`src/rtl/opb_register_bank_simulink2ppc.sv`:
```
// opb_register_bank_simulink2ppc
//   Presents C_NUM_CH fabric words as read-only OPB registers, either tracking
//   the fabric live (per-channel user_valid strobes) or as a coherent snapshot
//   of all channels taken on snap_trig while armed.
//
//   Ports
//     OPB_Clk, OPB_Rst        : bus clock, async active-high reset
//     OPB_ABus/BE/DBus/RNW    : OPB slave request (IBM bit order, bit 31 = LSB)
//     OPB_select, OPB_seqAddr : transfer qualifier; seqAddr is unused
//     Sl_DBus, Sl_xferAck     : registered read data and one-cycle acknowledge
//     Sl_errAck/retry/toutSup : tied low
//     user_data_in            : channel i at [i*W +: W]
//     user_valid              : per-channel load strobe (live mode)
//     snap_trig, snap_done    : snapshot trigger and one-cycle completion pulse
//
//   Register map (byte offset)
//     0x00+4*i : holding register of channel i (RO, zero-extended)
//     0x40     : CTRL   IBM bit31 = mode (1 = snapshot), IBM bit30 = arm
//     0x44     : STATUS IBM bit31 = captured (W1C), IBM bits 16..23 = count

// One channel's holding register.
module opb_rb_chan #(
   parameter int W = 32
) (
   input  logic         clk,
   input  logic         rst,
   input  logic         load,
   input  logic [W-1:0] d,
   output logic [W-1:0] q
);
   always_ff @(posedge clk or posedge rst)
      if (rst)       q <= '0;
      else if (load) q <= d;
endmodule

module opb_register_bank_simulink2ppc #(
   parameter logic [31:0] C_BASEADDR   = 32'h0000_0000,
   parameter logic [31:0] C_HIGHADDR   = 32'h0000_00FF,
   parameter int          C_OPB_AWIDTH = 32,
   parameter int          C_OPB_DWIDTH = 32,
   parameter int          C_NUM_CH     = 4,
   parameter int          C_USER_WIDTH = 32,
   parameter string       C_FAMILY     = "virtex5"
) (
   input  logic                             OPB_Clk,
   input  logic                             OPB_Rst,
   input  logic [0:31]                      OPB_ABus,
   input  logic [0:3]                       OPB_BE,
   input  logic [0:31]                      OPB_DBus,
   input  logic                             OPB_RNW,
   input  logic                             OPB_select,
   input  logic                             OPB_seqAddr,
   output logic [0:31]                      Sl_DBus,
   output logic                             Sl_xferAck,
   output logic                             Sl_errAck,
   output logic                             Sl_retry,
   output logic                             Sl_toutSup,
   input  logic [C_NUM_CH*C_USER_WIDTH-1:0] user_data_in,
   input  logic [C_NUM_CH-1:0]              user_valid,
   input  logic                             snap_trig,
   output logic                             snap_done
);

   typedef enum logic [1:0] {S_IDLE, S_ACK, S_WAIT} state_t;

   // Request captured when the transfer is accepted; only the fields the
   // write side actually needs are kept.
   typedef struct packed {
      logic       rnw;
      logic [7:0] off;
      logic [1:0] wdata;   // value bits 1:0 = IBM bits 30..31
      logic       be_lo;   // OPB_BE[3], lane holding IBM bits 24..31
   } req_t;

   // Window decode works for any aligned power-of-two window.
   localparam logic [31:0] WIN_MASK = ~(C_HIGHADDR - C_BASEADDR);
   localparam logic [4:0]  NCH      = 5'(C_NUM_CH);
   localparam string       unused_family = C_FAMILY;
   localparam int          unused_widths = C_OPB_AWIDTH + C_OPB_DWIDTH;

   // Declaring these [31:0] flips IBM order into LSB-at-0 order.
   logic [31:0] addr, wdat, rd_mux, rd_q;
   logic [3:0]  be;
   assign addr = OPB_ABus;
   assign wdat = OPB_DBus;
   assign be   = OPB_BE;

   logic unused_bits;
   assign unused_bits = &{1'b0, OPB_seqAddr, wdat[31:2], be[3:1]};

   state_t state, state_nx;
   req_t   req_q;
   logic   hit, start, wr_en, wr_ctrl, wr_stat, cap;
   logic   mode, armed, captured;
   logic [7:0] count;

   logic [C_NUM_CH-1:0]                   load;
   logic [C_NUM_CH-1:0][C_USER_WIDTH-1:0] hold;

   assign hit   = ((addr & WIN_MASK) == (C_BASEADDR & WIN_MASK));
   assign start = (state == S_IDLE) && OPB_select && hit;

   // ---------------------------------------------------------------- bus FSM
   always_ff @(posedge OPB_Clk or posedge OPB_Rst)
      if (OPB_Rst) state <= S_IDLE;
      else         state <= state_nx;

   always_comb begin
      state_nx = state;
      case (state)
         S_IDLE:  if (start) state_nx = S_ACK;
         S_ACK:   state_nx = S_WAIT;
         S_WAIT:  if (!OPB_select) state_nx = S_IDLE;
         default: state_nx = S_IDLE;
      endcase
   end

   // Read data is sampled in the accept cycle, so a fabric update landing on
   // that same edge shows up only on the next read.
   always_ff @(posedge OPB_Clk or posedge OPB_Rst)
      if (OPB_Rst) begin
         req_q <= '0;
         rd_q  <= '0;
      end else if (start) begin
         req_q <= '{rnw: OPB_RNW, off: addr[7:0], wdata: wdat[1:0], be_lo: be[0]};
         rd_q  <= OPB_RNW ? rd_mux : '0;
      end

   assign Sl_xferAck = (state == S_ACK);
   assign Sl_DBus    = Sl_xferAck ? rd_q : '0;
   assign Sl_errAck  = 1'b0;
   assign Sl_retry   = 1'b0;
   assign Sl_toutSup = 1'b0;

   // Writes commit on the edge closing the ack cycle.
   assign wr_en   = (state == S_ACK) && !req_q.rnw;
   assign wr_ctrl = wr_en && req_q.be_lo && (req_q.off == 8'h40);
   assign wr_stat = wr_en && req_q.be_lo && (req_q.off == 8'h44);

   // ------------------------------------------------------------ read mux
   logic [3:0] ch_idx;
   logic       ch_hit;
   assign ch_idx = addr[5:2];
   assign ch_hit = (addr[7:6] == 2'b00) && (addr[1:0] == 2'b00) && ({1'b0, ch_idx} < NCH);

   always_comb begin
      rd_mux = '0;
      for (int i = 0; i < C_NUM_CH; i++)
         if (ch_hit && (ch_idx == 4'(i))) rd_mux[C_USER_WIDTH-1:0] = hold[i];
      case (addr[7:0])
         8'h40: rd_mux[1:0] = {armed, mode};
         8'h44: begin
            rd_mux[15:8] = count;     // IBM bits 16..23
            rd_mux[0]    = captured;
         end
         default: ;
      endcase
   end

   // ------------------------------------------------------- control / status
   // Capture uses the registered armed bit, so an arm write committing on the
   // trigger edge cannot capture until the following cycle.
   assign cap = mode && armed && snap_trig;

   always_ff @(posedge OPB_Clk or posedge OPB_Rst)
      if (OPB_Rst) begin
         mode      <= 1'b0;
         armed     <= 1'b0;
         captured  <= 1'b0;
         count     <= '0;
         snap_done <= 1'b0;
      end else begin
         snap_done <= cap;
         if (cap) begin
            armed <= 1'b0;
            count <= count + 8'd1;
         end
         // Set beats a coincident write-1-to-clear.
         if (cap)                            captured <= 1'b1;
         else if (wr_stat && req_q.wdata[0]) captured <= 1'b0;
         // A mode change drops any earlier arm; an arm in the same write
         // still takes effect so mode+arm can be set in one access.
         if (wr_ctrl) begin
            mode <= req_q.wdata[0];
            if (req_q.wdata[1])                armed <= 1'b1;
            else if (req_q.wdata[0] != mode)   armed <= 1'b0;
         end
      end

   // ------------------------------------------------------ holding registers
   for (genvar i = 0; i < C_NUM_CH; i++) begin : g_ch
      assign load[i] = mode ? cap : user_valid[i];
      opb_rb_chan #(.W(C_USER_WIDTH)) u_chan (
         .clk  (OPB_Clk),
         .rst  (OPB_Rst),
         .load (load[i]),
         .d    (user_data_in[i*C_USER_WIDTH +: C_USER_WIDTH]),
         .q    (hold[i])
      );
   end

endmodule

```
`config.mk`:
```
export PLATFORM = sky130hd
export DESIGN_NAME = opb_register_bank_simulink2ppc
export DESIGN_NICKNAME = d
export VERILOG_FILES = /design/src/rtl/opb_register_bank_simulink2ppc.sv
export SDC_FILE = /design/constraint.sdc
export NUM_CORES = 1
export LEC_CHECK = 0
export CAP_MARGIN = 20
export CELL_PAD_IN_SITES_DETAIL_PLACEMENT = 0
export CELL_PAD_IN_SITES_GLOBAL_PLACEMENT = 1
export CORE_MARGIN = 1
export CORE_UTILIZATION = 41
export CTS_CLUSTER_SIZE = 20
export DETAILED_ROUTE_END_ITERATION = 16
export PLACE_DENSITY_LB_ADDON = 0.1
export SLEW_MARGIN = 20
export SYNTH_ARGS = -nofsm -noshare
export SYNTH_HDL_FRONTEND = slang
export SYNTH_SLANG_ARGS = --single-unit
```
`constraint.sdc`:
```
create_clock -name OPB_Clk -period 15.89 [get_ports OPB_Clk]
set_input_delay 2.3835 -clock OPB_Clk [delete_from_list [all_inputs] [get_ports OPB_Clk]]
set_output_delay 2.3835 -clock OPB_Clk [all_outputs]
set_load 0.01 [all_outputs]
```
==> impl_metrics.py <==
metrics = {
    "detailed_routing": {
        "dr.pass1.iters": 4,
        "routed_wl_um": 21400,
        "drtIter0Drc": 167,
        "vias_per_cell": 5.12,
        "vias": 5570,
        "drc": 0,
        "wl_per_cell_um": 19.7,
        "postRouteAntennaNets": 0,
    },
    "global_route": {
        "track_usage": 0.211,
        "grt_max_degree": 109,
        "antenna_found_initial": 1,
        "grt_overflow": 0,
        "grt_pass1_wl_um": 34100,
        "grt_pass1_vias": 6158,
    },
    "clock_tree": {
        "cts_tree": "done",
        "clock_path_buffers": 2,
        "clkSlewWorstSetupHoldPaths_ns": 0.07,
        "cts-buffers-inserted": 17,
        "clk_root_buffer_cell": "clkbuf_16",
        "cts_resized": 0,
        "insertion_delay_ns": 0.43,
        "clock_sinks": 186,
        "post-cts-setup-buffer-count": 0,
        "hold_buffers": 0,
        "htree_num_levels": 4,
    },
    "floorplanning": {
        "die_y_um": 145,
        "die_x_um": 145,
        "start_util": 0.417,
        "core-area_um2": 20200,
        "num_rows": 52,
        "io-pin-count": 243,
        "die_area_um2": 21200,
    },
    "timing": {
        "grt_setup_unrepaired": "false",
        "slew_headroom": 0.410,
        "tns_ns": 0,
        "finalCritPeriodShare": 0.297,
        "max_freq_ghz": 0.212,
        "min_period_ns": 4.72,
        "setup_viol": 0,
        "hold_violations": 0,
        "worst_pin_slew_ns": 0.882,
        "slew_violations": 0,
        "finalClockSkew_ns": 0.0138,
    },
    "synth": {
        "yosys_most_used_dff": "dfrtp_1",
        "synth_area_leaders": "dfrtp_1 (55%), mux2_2 (19%), mux4_2 (6.1%), o2bb2ai_1 (3.0%), and2_1 (2.4%)",
        "async_reset_ff_frac": 1.00,
        "yosys.area.top_type": "dfrtp_1",
        "synth_edf_count": 0,
        "synth_area_um2": 8440,
        "syn_inst": 611,
        "synth.top_cell.area_share": 0.552,
        "synth_cell_types": 50,
        "seq_area_frac_synth": 0.552,
        "synth.yosys.warnings": 0,
        "ys_seq_elements": 186,
        "syn_avg_cell_area_um2": 13.8,
    },
    "worst_setup_path": {
        "end_kind": "output port",
        "crit_type": "register to output port",
        "crit_family": "simple AND/OR/NAND/NOR gates",
        "cp_cell_sequence": "nor2b_4 -> and2_1 -> clkdlybuf4s50_1",
        "crit_path_start_kind": "register",
        "critPathMaxStageDelay_ns": 0.65,
        "arrival_ns": 2.33,
        "critPathSlowestCell": "nor2b_4",
        "required_ns": 13.51,
        "cp_max_fo": 34,
        "path_buf_inv": 1,
    },
    "final_layout": {
        "layout.nets": 1012,
        "final_util": 0.563,
        "drive_above_1_share": 0.271,
        "n_antenna_cell": 0,
        "stdcell_count": 1088,
        "fill_cells": 1695,
        "syn2layout_area_growth_pct": 35.0,
    },
    "outcome": {
        "status": "complete, no violations",
    },
    "place": {
        "dp_hpwl_um": 14000,
        "numPortBuffers": 205,
        "gp_congestion": 0.762,
        "dp.cells": 1055,
    },
    "pwr": {
        "ir_drop_mv": 0.0754,
        "p_per_area_nw_per_um2": 98.4,
        "p_leak_nw": 4.85,
    },
    "run": {
        "drv_cap": 0,
    },
    "hold_path": {
        "hold_class": "register to register",
    },
}
[cells by family (layout without fill, tap and decap cells)]
kind of cell,after synthesis,in the layout,synth area share
buffers and inverters,70,275,0.0389
xor gates and xnor gates,8,8,0.00830
DFF,186,186,0.552
AOI/OAI and AO/OA,67,67,0.0605
muxes,175,175,0.263
other,1,3,0.000444
and+or+nand+nor,103,103,0.0761
adders and majority gates,1,1,0.00148
[area by class of cell]
| type | instances | area, um^2 | area share |
|---|---|---|---|
| clock buffer | 18 | 439 | 0.0386 |
| clock inverter | 14 | 198 | 0.0174 |
| inverter | 30 | 118 | 0.0103 |
| multi-input combinational | 357 | 3510 | 0.309 |
| sequential | 186 | 4650 | 0.409 |
| tap | 270 | 338 | 0.0297 |
| timing repair buffer | 213 | 2130 | 0.187 |
[registers in the layout, indices dropped and copies added, names as in the netlist]
| signal | count |
|---|---|
| req_q | 12 |
| armed | 1 |
| captured | 1 |
| state | 2 |
| rd_q | 32 |
| mode | 1 |
| g_ch.u_chan.q | 128 |
| snap_done | 1 |
| count | 8 |
[cell usage in the layout (no fill, tap or decap), types with 3 or more instances in the layout]
cell type and count:
a22oi_1 6, and2_1 32, buf_4 6, bufinv_16 3, clkbuf_16 17, clkdlybuf4s50_1 203
conb_1 3, dfrtp_1 186, inv_1 29, inv_6 4, inv_8 5, mux2_2 141
mux2i_1 11, mux4_2 23, nand2_1 10, nand2b_1 4, nand3_1 5, nand3b_1 8
nor2_1 18, nor4_1 6, o211ai_1 3, o21ai_0 10, o21ai_4 4, o21bai_1 6
o2bb2ai_1 29, xnor2_1 4, xor2_1 4
[final timing paths]
| check | cells past startpoint | end | from | slack [ns] |
|---|---|---|---|---|
| setup / recovery | 3 | Sl_DBus[5] | state[1] | 11.17 |
| hold reg to reg | 1 | count[7] | count[7] | 0.47 |
| min in group asynchronous | 2 | g_ch[3].u_chan.q[7] | OPB_Rst | 2.29 |
| max in group asynchronous | 4 | g_ch[0].u_chan.q[9] | OPB_Rst | 12.13 |
| setup reg to reg | 4 | g_ch[2].u_chan.q[31] | mode | 13.09 |
| hold / removal | 1 | count[7] | count[7] | 0.47 |
[layer usage]
| metal | up-vias | wire [um] | GRT usage |
|---|---|---|---|
| met3 | 10 | 1160 | 0.0633 |
| met2 | 118 | 10900 | 0.362 |
| met5 | - | 12 | 0 |
| met4 | 2 | 130 | 0.0426 |
| li1 | 2575 | - | - |
| met1 | 2865 | 9220 | 0.266 |
[synth_stat cells (2+ instances only)]
master     number
xnor2_1         4
o21bai_1        6
buf_6           3
nor2_1         18
nand2_1        10
buf_4           3
nand4_1         2
dfrtp_1       186
o21ai_0        10
o31ai_1         2
mux2i_1        11
a22oi_1         6
nand3_1         5
xor2_1          4
nand2b_1        4
nor4_1          6
o211ai_1        3
and2_1         32
buf_2          25
o21a_1          2
nand3b_1        8
o2bb2ai_1      29
nor3_1          2
clkbuf_1        9
o22a_1          2
mux2_2        141
o21ai_1         4
mux4_2         23
inv_1          30
[stage by stage]
| stage | worst slack, ns | hold WS, ns | cell area (um^2) | power (W) |
|---|---|---|---|---|
| 4_1_cts | 11.12 | 0.469 | 11400 | 0.00113 |
| 3_5_place_dp | 11.05 | 0.458 | 10700 | 0.000671 |
| 2_1_floorplan | 8.45 | 0.437 | 8440 | 0.000605 |
| 3_3_place_gp | 11.06 | 0.458 | 10700 | 0.000664 |
| 5_1_grt | 11.03 | 0.473 | 11400 | 0.00116 |
| 6_report | 11.17 | 0.466 | 11400 | 0.00112 |
[where the power goes]
part / total [W] / internal [W] / switching [W]
logic: 0.000138 / 0.0000878 / 0.0000504
registers: 0.000522 / 0.000506 / 0.0000159
clock network: 0.000461 / 0.000260 / 0.000201
[worst register-to-register path, cell delays in order, from the launching register on]
cell and delay [ns]:
dfrtp_1 0.68, nand3_1 0.65, o21ai_4 0.53, buf_4 0.43
mux2_2 0.38
No activity file was read; power rests on OpenSTA's default activity.
